==> config.mk <==
export PLATFORM = sky130hd
export DESIGN_NAME = botoes_debouncer
export DESIGN_NICKNAME = d
export VERILOG_FILES = /design/src/rtl/botoes_debouncer.sv
export SDC_FILE = /design/constraint.sdc
export NUM_CORES = 1
export LEC_CHECK = 0
export ABC_AREA = 1
export CAP_MARGIN = 20
export CORE_MARGIN = 3
export CORE_UTILIZATION = 40
export CTS_BUF_LIST = sky130_fd_sc_hd__clkbuf_16
export DETAILED_ROUTE_END_ITERATION = 12
export PLACE_DENSITY_LB_ADDON = 0.25
export SLEW_MARGIN = 20
export SYNTH_ARGS = -nofsm -noshare
export SYNTH_HDL_FRONTEND = slang
export SYNTH_SLANG_ARGS = --single-unit
==> constraint.sdc <==
create_clock -name clk -period 7.6 [get_ports clk]
set_input_delay 1.9 -clock clk [delete_from_list [all_inputs] [get_ports clk]]
set_output_delay 1.9 -clock clk [all_outputs]
set_load 0.05 [all_outputs]
==> src/rtl/botoes_debouncer.sv <==
// Eight-button debouncer with a single-pulse press reporter.
// Each raw input is synchronized, filtered by its own stability counter,
// and every accepted press is queued in a pending bit.  Pending presses
// drain one per cycle, lowest index first, as one-cycle pulses on botoes.

// Per-button synchronizer, stability counter and rising-edge detect.
module botoes_debouncer_lane #(
  parameter int DEBOUNCE_CYCLES = 16,
  parameter int CNT_W           = 4
) (
  input  logic clk,
  input  logic rst,
  input  logic i_raw,
  output logic o_stable,
  output logic o_rise
);

  localparam logic [CNT_W-1:0] LP_CNT_MAX = CNT_W'(DEBOUNCE_CYCLES - 1);

  logic             r_sync1;
  logic             r_sync2;
  logic             r_stable;
  logic             r_stable_d;
  logic [CNT_W-1:0] r_cnt;
  logic             w_diff;

  // Sampled value disagrees with the accepted level.
  assign w_diff = r_sync2 ^ r_stable;

  // Two-flop synchronizer for the asynchronous button input.
  always_ff @(posedge clk or posedge rst) begin
    if (rst) begin
      r_sync1 <= 1'b0;
      r_sync2 <= 1'b0;
    end else begin
      r_sync1 <= i_raw;
      r_sync2 <= r_sync1;
    end
  end

  // Count consecutive disagreeing samples; accept the new level once the
  // count has been held long enough, any agreeing sample restarts it.
  always_ff @(posedge clk or posedge rst) begin
    if (rst) begin
      r_cnt    <= '0;
      r_stable <= 1'b0;
    end else if (!w_diff) begin
      r_cnt    <= '0;
    end else if (r_cnt == LP_CNT_MAX) begin
      r_cnt    <= '0;
      r_stable <= r_sync2;
    end else begin
      r_cnt    <= r_cnt + 1'b1;
    end
  end

  // Delayed copy of the accepted level so a 0->1 change shows for one cycle.
  always_ff @(posedge clk or posedge rst) begin
    if (rst) r_stable_d <= 1'b0;
    else     r_stable_d <= r_stable;
  end

  assign o_stable = r_stable;
  assign o_rise   = r_stable & ~r_stable_d;

endmodule

// Top level: eight debounce lanes plus the pending-press arbiter.
module botoes_debouncer #(
  parameter int DEBOUNCE_CYCLES = 16
) (
  input  logic       clk,
  input  logic       rst,
  input  logic [7:0] botoes_raw,
  input  logic       enable,
  output logic [7:0] botoes,
  output logic [7:0] estavel,
  output logic [7:0] db_pendente
);

  localparam int NUM_LANES = 8;
  // Counter only has to reach DEBOUNCE_CYCLES-1; keep at least one bit.
  localparam int CNT_W     = (DEBOUNCE_CYCLES <= 2) ? 1 : $clog2(DEBOUNCE_CYCLES);

  logic [NUM_LANES-1:0] w_stable;
  logic [NUM_LANES-1:0] w_rise;
  logic [NUM_LANES-1:0] w_grant;
  logic [NUM_LANES-1:0] w_pend_nxt;
  logic [NUM_LANES-1:0] r_pend;
  logic [NUM_LANES-1:0] r_botoes;

  generate
    for (genvar gi = 0; gi < NUM_LANES; gi++) begin : g_lane
      botoes_debouncer_lane #(
        .DEBOUNCE_CYCLES (DEBOUNCE_CYCLES),
        .CNT_W           (CNT_W)
      ) u_lane (
        .clk      (clk),
        .rst      (rst),
        .i_raw    (botoes_raw[gi]),
        .o_stable (w_stable[gi]),
        .o_rise   (w_rise[gi])
      );
    end
  endgenerate

  // Isolate the lowest set pending bit: x & -x.
  assign w_grant = r_pend & (~r_pend + 8'd1);

  // Next pending: drop the granted bit, new presses win over the clear,
  // and nothing is retained (or captured) while pulses are disabled.
  always_comb begin
    w_pend_nxt = '0;
    if (enable) w_pend_nxt = (r_pend & ~w_grant) | w_rise;
  end

  // Pending register and the registered one-hot press pulse.
  always_ff @(posedge clk or posedge rst) begin
    if (rst) begin
      r_pend   <= '0;
      r_botoes <= '0;
    end else begin
      r_pend   <= w_pend_nxt;
      r_botoes <= enable ? w_grant : '0;
    end
  end

  assign botoes      = r_botoes;
  assign estavel     = w_stable;
  assign db_pendente = r_pend;

endmodule
Word-level counts from Yosys, hierarchy flattened. Cells that the tools add are included.

Input port bits: 11. Register bits after elaboration: 80. Output and inout bits: 24.

Add/subtract/negate cells: 9. Bitwise logic cells: 29. Reductions and logical operators: 8. Eq/ne operators: 8. Mux-type cells: 18.

Operators with widths (number): 4-bit two-way mux (16); 4-bit by 1-bit adder with 4-bit output, second input constant (8); 4-bit == test, second input constant (8); 8-bit AND (2); 8-bit two-way mux (2); 8-bit NOT (2); 2-bit AND reduction (8); 8-bit by 1-bit adder with 8-bit output, second input constant (1); 1-bit AND (8); 1-bit NOT (8); 8-bit bitwise OR (1); 1-bit bitwise XOR (8).

Logic depth before layout (Yosys ltp). Gate-level depths: netlist (run 1).

Depth in word-level cells: 7. Mapped depth: 6. Mapped depth without buffers: 6.

Hierarchy. Synthesis (run 1) repeated with hierarchy kept, for this count alone.

Cells, all modules: 313. Area total of the unflattened synthesis: 3118.0 um^2.

By module, submodules not included: botoes_debouncer_lane (cells each 31, instances 8, sequential area each 200.2 um^2, area each 310.3 um^2); botoes_debouncer (cells each 65, instances 1, sequential area each 400.4 um^2, area each 635.6 um^2).

Worst setup path after synthesis (run 1). OpenSTA, ideal clock, no wires.

Path kind: reg-to-output. Start point: register r_pend[0] (netlist: db_pendente[0]). End point: output port db_pendente[0]. Path slack: 5.015 ns. Stages on the path, launching flop included: 1. Data arrival time: 0.685 ns. Path through: dfrtp_1.

RTL lines: start, declared (line 89) `logic [NUM_LANES-1:0] r_pend;`; start signal, assigned (line 123) `r_pend <= w_pend_nxt;`; end, declared (line 78) `output logic [7:0] db_pendente`.

No word-level cell between the ends.

Worst setup path in the final report (run 1).
Start point: register g_lane[6].u_lane.r_stable. End point: output port estavel[6].

RTL lines: start, declared (line 22) `logic r_stable;`; start signal, assigned (line 51) `r_stable <= r_sync2;`; end, declared (line 77) `output logic [7:0] estavel,`.

No word-level cell between the ends.

==> results.sh, run 1 <==
export IMPL_status="completed"
export IMPL_syn_inst=310
export IMPL_critical_path_class="register to primary output"
export IMPL_clock_latency_ps=330
export IMPL_final_antenna_net_count=0
export IMPL_drv_slew=0
export IMPL_cp_top_family="buffers and inverters"
export IMPL_hold_viol_final=0
export IMPL_synth_flop_cell="dfrtp_1"
export IMPL_critPathMaxFanout=6
export IMPL_synth_edf_count=0
export IMPL_r2r_setup_slack_ps=6500
export IMPL_die_y_um=94.9
export IMPL_rsz0062_at_grt="no"
export IMPL_path_buf_inv=1
export IMPL_ys_types=20
export IMPL_routed_wl_um=4940
export IMPL_grt_total_usage_pct=12.9
export IMPL_antenna_found_initial=0
export IMPL_r2r_start="g_lane[0].u_lane.r_cnt[0]"
export IMPL_worstRegToRegCells=6
export IMPL_start_util_pct=42.4
export IMPL_clkSinkCount=80
export IMPL_crit_chain="clkdlybuf4s50_1"
export IMPL_worst_setup_path_start_kind="register"
export IMPL_syn_nets=329
export IMPL_grt_pass1_wl_um=8880
export IMPL_synth_common_cells="dfrtp_1 (80), nand2_1 (74), nor2_1 (39)"
export IMPL_tightest_slew_ps=955
export IMPL_period_minus_slack_ps=3550
export IMPL_clk_path_buf_depth=2
export IMPL_drc=0
export IMPL_worstPathRequired_ps=5700
export IMPL_path_depth=1
export IMPL_power_leakage_nw=1.94
export IMPL_hold_class="register to register"
export IMPL_reg2reg_to="g_lane[0].u_lane.r_cnt[0]"
export IMPL_viasPerCell=4.59
export IMPL_cp_slowest_stage_delay_ps=850
export IMPL_port_buffers=34
export IMPL_final_setup_tns_ps=0
export IMPL_drtIter0Drc=121
export IMPL_cts_resized=0
export IMPL_ioPinCount=35
export IMPL_rows=31
export IMPL_yosysMostFrequentCell="dfrtp_1"
export IMPL_maxCapViolCount=0
export IMPL_vias=2064
export IMPL_period_share_pct=46.8
export IMPL_grt_max_degree=81
export IMPL_routedWlPerCell_um=11.0
export IMPL_dp_hpwl_um=3410
export IMPL_finalSetupViolations=0
export IMPL_yosys_area_top_type="dfrtp_1"
export IMPL_slew_headroom_pct=36.4
export IMPL_drive_above_1_share_pct=5.41
export IMPL_ys_seq_area_share_pct=63.4
export IMPL_arrival_ps=1650
export IMPL_grt_pass1_vias=1985
export IMPL_cts_buffers=9
export IMPL_die_area_mm2=0.00900
export IMPL_drt_pass1_iter_count=6
export IMPL_yosys_top_cells_area="dfrtp_1 (63%), nand2_1 (8.8%), nor2_1 (4.6%)"
export IMPL_cp_startpoint="g_lane[6].u_lane.o_stable"
export IMPL_holdBufCountCts=0
export IMPL_cts_root_buffer="clkbuf_16"
export IMPL_syn_area_mm2=0.00316
export IMPL_cts_setup_buffers=0
export IMPL_clk_pin_slew_ps=50
export IMPL_fp_coreArea_mm2=0.00745
export IMPL_critPathCaptureType="primary output"
export IMPL_gp_congestion=0.760
export IMPL_hold_path_depth=0
export IMPL_async_reset_ff_share_pct=100
export IMPL_tritoncts="yes"
export IMPL_die_w_um=94.9
export IMPL_p_total_uw=893
export IMPL_yosysWarnings=0
export IMPL_cts_max_level=3
export IMPL_area_growth_syn_to_layout_pct=21.4
export IMPL_clock_fmax_mhz=281
export IMPL_clock_skew_ps=6.53
export IMPL_n_fill_cell=693
export IMPL_synth_seq_cells=80
export IMPL_antennaDiodeCount=0
export IMPL_slowest_stage="clkdlybuf4s50_1"
export IMPL_grt_overflow=0
export IMPL_yosysTopAreaCellShare_pct=63.4
export IMPL_syn_avg_cell_area_um2=10.2
export IMPL_power_density_mw_per_mm2=233
export IMPL_finalNetCount=365
export IMPL_worstSetupEndpoint="estavel[6]"
export IMPL_ir_drop_v=0.000111
[per-layer routing]
layer	global-route usage, %	vias up	share of wire (%)
met5	0	-	0
met4	9.01	0	3.0
met3	2.71	10	4.6
met2	19.0	36	45
met1	17.1	970	48
li1	-	1048	-
[area by class of cell]
class / count / area, um2 / share of cell area [%]
Sequential cell: 80 / 2000 / 52.2
Timing Repair Buffer: 35 / 348 / 9.08
Multi-Input combinational cell: 188 / 957 / 25.0
Clock buffer: 9 / 225 / 5.88
Tap cell: 99 / 124 / 3.23
Clock inverter: 7 / 55.1 / 1.44
Inverter: 32 / 121 / 3.17
[kinds of logic after synthesis]
group / after synthesis / synth area share, %
simple gates: 160 / 22.1
xor+xnor: 14 / 3.88
flops: 80 / 63.4
compound gates: 6 / 1.11
fa+ha+maj: 8 / 3.17
buf+inv: 42 / 6.30
[sequential cells by signal, summed over array words and instances, names as in the netlist]
| name | cells |
|---|---|
| g_lane.u_lane.r_sync2 | 8 |
| g_lane.u_lane.r_sync1 | 8 |
| db_pendente | 8 |
| g_lane.u_lane.r_stable_d | 8 |
| g_lane.u_lane.o_stable | 8 |
| g_lane.u_lane.r_cnt | 32 |
| botoes | 8 |
[report_power, final]
part,switching [mW],internal [mW]
Combinational,0.0218,0.0152
Sequential,0.0121,0.441
Clock,0.155,0.248
Total,0.189,0.704
[cells in the final DEF, fill, tap and decap left out, drive strengths merged, types with 8 or more instances in the layout]
master and count:
nand2 75, nand4 8, inv 33, dfrtp 80
clkbuf 9, nor2 40, ha 8, nor3 12
clkdlybuf4s50 34, nand3 22
[how the worst min path moves through the flow]
| stage | endpoint | slack [ps] | start |
|---|---|---|---|
| 2_1_floorplan | g_lane[0].u_lane.r_sync2 | 330 | g_lane[0].u_lane.r_sync1 |
| 3_3_place_gp | g_lane[1].u_lane.r_sync2 | 330 | g_lane[1].u_lane.r_sync1 |
| 3_5_place_dp | g_lane[5].u_lane.r_sync2 | 340 | g_lane[5].u_lane.r_sync1 |
| 4_1_cts | g_lane[1].u_lane.r_sync2 | 350 | g_lane[1].u_lane.r_sync1 |
| 5_1_grt | g_lane[4].u_lane.r_sync2 | 350 | g_lane[4].u_lane.r_sync1 |
| 6_report | g_lane[5].u_lane.r_sync2 | 340 | g_lane[5].u_lane.r_sync1 |
[metrics by stage]
stage | worst slack (ps) | hold WS (ps) | std cells | utilization, % | area (um2)
2_1_floorplan | 3650 | 331 | 310 | - | 3160
3_3_place_gp | 4360 | 332 | 434 | 47.7 | 3550
3_5_place_dp | 4340 | 336 | 434 | 47.7 | 3550
4_1_cts | 4010 | 349 | 450 | 51.5 | 3830
5_1_grt | 3980 | 354 | 450 | 51.5 | 3830
6_report | 4050 | 344 | 450 | 51.5 | 3830
Note: power is estimated with default switching activity, not from simulation.
==> run 2, diff against run 1 <==
==> constraint.sdc (replaced) <==
create_clock -name clk -period 3.4 [get_ports clk]
set_input_delay 0.85 -clock clk [delete_from_list [all_inputs] [get_ports clk]]
set_output_delay 0.85 -clock clk [all_outputs]
set_load 0.05 [all_outputs]
==> results.sh, run 2 (synthesis gave the netlist of run 1 again) <==
export IMPL_gp_congestion=0.744
export IMPL_vias=2054
export IMPL_regMostFlops="g_lane.u_lane.r_cnt"
export IMPL_hold_class="register to register"
export IMPL_grt_pass1_wl_um=8650
export IMPL_place_ws_ps=1170
export IMPL_drtIter0Drc=65
export IMPL_final_util_pct=52.0
export IMPL_p_total_mw=2.09
export IMPL_routed_wl_um=5020
export IMPL_clkSinkCount=80
export IMPL_die_w_um=94.9
export IMPL_antennaDiodeCount=0
export IMPL_dr_wl_met2_um=2400
export IMPL_drc=0
export IMPL_cts_buffers=9
export IMPL_critPathCaptureType="primary output"
export IMPL_power_leakage_nw=1.95
export IMPL_die_area_mm2=0.00900
export IMPL_drv_slew=0
export IMPL_grt_pass1_vias=1969
export IMPL_critical_path_class="register to primary output"
export IMPL_finalSetupViolations=0
export IMPL_drive_above_1_share_pct=5.98
export IMPL_dpl_cell_count=434
export IMPL_layout_common_cells="dfrtp_1 (80), nand2_1 (74), nor2_1 (39), clkdlybuf4s50_1 (34), inv_1 (31)"
export IMPL_start_util_pct=42.4
export IMPL_tritoncts="yes"
export IMPL_rsz0062_at_grt="no"
export IMPL_worstPathRequired_ps=2550
export IMPL_dp_hpwl_um=3500
export IMPL_period_share_pct=74.3
export IMPL_slew_headroom_pct=53.0
export IMPL_viasPerCell=4.56
export IMPL_path_buf_inv=1
export IMPL_post_dp_cell_area_mm2=0.00356
export IMPL_critPathMaxFanout=6
export IMPL_drt_pass1_iter_count=4
export IMPL_final_setup_tns_ps=0
export IMPL_maxCapViolCount=0
export IMPL_cts_root_buffer="clkbuf_16"
export IMPL_grt_total_usage_pct=12.6
export IMPL_tightest_slew_ps=703
export IMPL_finalNetCount=365
export IMPL_routedWlPerCell_um=11.1
export IMPL_clock_fmax_mhz=396
export IMPL_clk_path_buf_depth=2
export IMPL_clock_latency_ps=330
export IMPL_slowest_stage="clkdlybuf4s50_1"
export IMPL_power_density_mw_per_mm2=539
export IMPL_fin_area_mm2=0.00388
export IMPL_holdBufCountCts=0
export IMPL_status="completed"
export IMPL_setup_slack_ps=874
export IMPL_die_y_um=94.9
export IMPL_rows=31
export IMPL_ir_drop_v=0.000317
export IMPL_n_fill_cell=684
export IMPL_port_buffers=34
export IMPL_holdWs_ps=346
export IMPL_crit_chain="clkdlybuf4s50_1"
export IMPL_grt_overflow=0
export IMPL_ioPinCount=35
export IMPL_largest_reg_flops=32
export IMPL_final_antenna_net_count=0
export IMPL_fp_coreArea_mm2=0.00745
export IMPL_met3_wirelength_um=180
export IMPL_clock_skew_ps=5.92
export IMPL_area_growth_syn_to_layout_pct=22.7
export IMPL_arrival_ps=1680
export IMPL_grt_max_degree=81
export IMPL_cts_resized=0
export IMPL_cts_setup_buffers=0
export IMPL_hold_viol_final=0
export IMPL_period_minus_slack_ps=2530
export IMPL_cp_slowest_stage_delay_ps=860
export IMPL_cts_max_level=3
export IMPL_m1WireLength_um=2300
export IMPL_cp_top_family="buffers and inverters"
export IMPL_highest_layer="met4"
export IMPL_antenna_found_initial=0
export IMPL_clk_pin_slew_ps=60
export IMPL_instances_no_fill=450
export IMPL_worst_setup_path_start_kind="register"
export IMPL_final_common_cell="dfrtp_1"
[run 2: cell count changes in the layout (fill, tap and decap cells not counted)]
cell,change
buf_4,-1
clkinv_4,+1
inv_1,-2
bufinv_16,+1
buf_12,+1
[run 2: worst reg2reg max path, stage by stage, from the launching register on]
cell and delay [ps]:
dfrtp_1 400, ha_1 220, nand2_1 60, inv_1 50
nand2_1 80, nand3_1 100, nor2_1 100
[run 2: power by group]
group          switching (mW)  internal [mW]
Combinational          0.0493         0.0360
Sequential             0.0270          0.985
Clock                   0.355          0.636
Total                   0.431           1.66
[run 2: final cells by class]
class / count / area (um2) / share of cell area [%]
tap: 99 / 124 / 3.20
clock inverter: 7 / 86.3 / 2.23
multi-input combinational: 188 / 957 / 24.7
inverter: 32 / 121 / 3.13
clock buffer: 9 / 225 / 5.81
timing repair buffer: 35 / 360 / 9.30
sequential: 80 / 2000 / 51.6
[run 2: path summary, 6_finish.rpt]
path	startpoint	endpoint	slack [ps]	depth (start not counted)
max	g_lane[1].u_lane.o_stable	estavel[1]	870	1
min	g_lane[4].u_lane.r_sync1	g_lane[4].u_lane.r_sync2	350	0
max reg2reg	g_lane[0].u_lane.r_cnt[0]	g_lane[0].u_lane.r_cnt[0]	2320	6
min reg2reg	g_lane[4].u_lane.r_sync1	g_lane[4].u_lane.r_sync2	350	0
max in group asynchronous	rst	db_pendente[3]	2170	3
min in group asynchronous	rst	g_lane[5].u_lane.r_cnt[3]	940	3
[run 2: routing by layer]
metal / GRT usage [%] / vias to the layer above
met5: 0 / -
met4: 7.93 / 0
met3: 2.47 / 9
met2: 20.6 / 32
met1: 15.2 / 970
li1: - / 1043
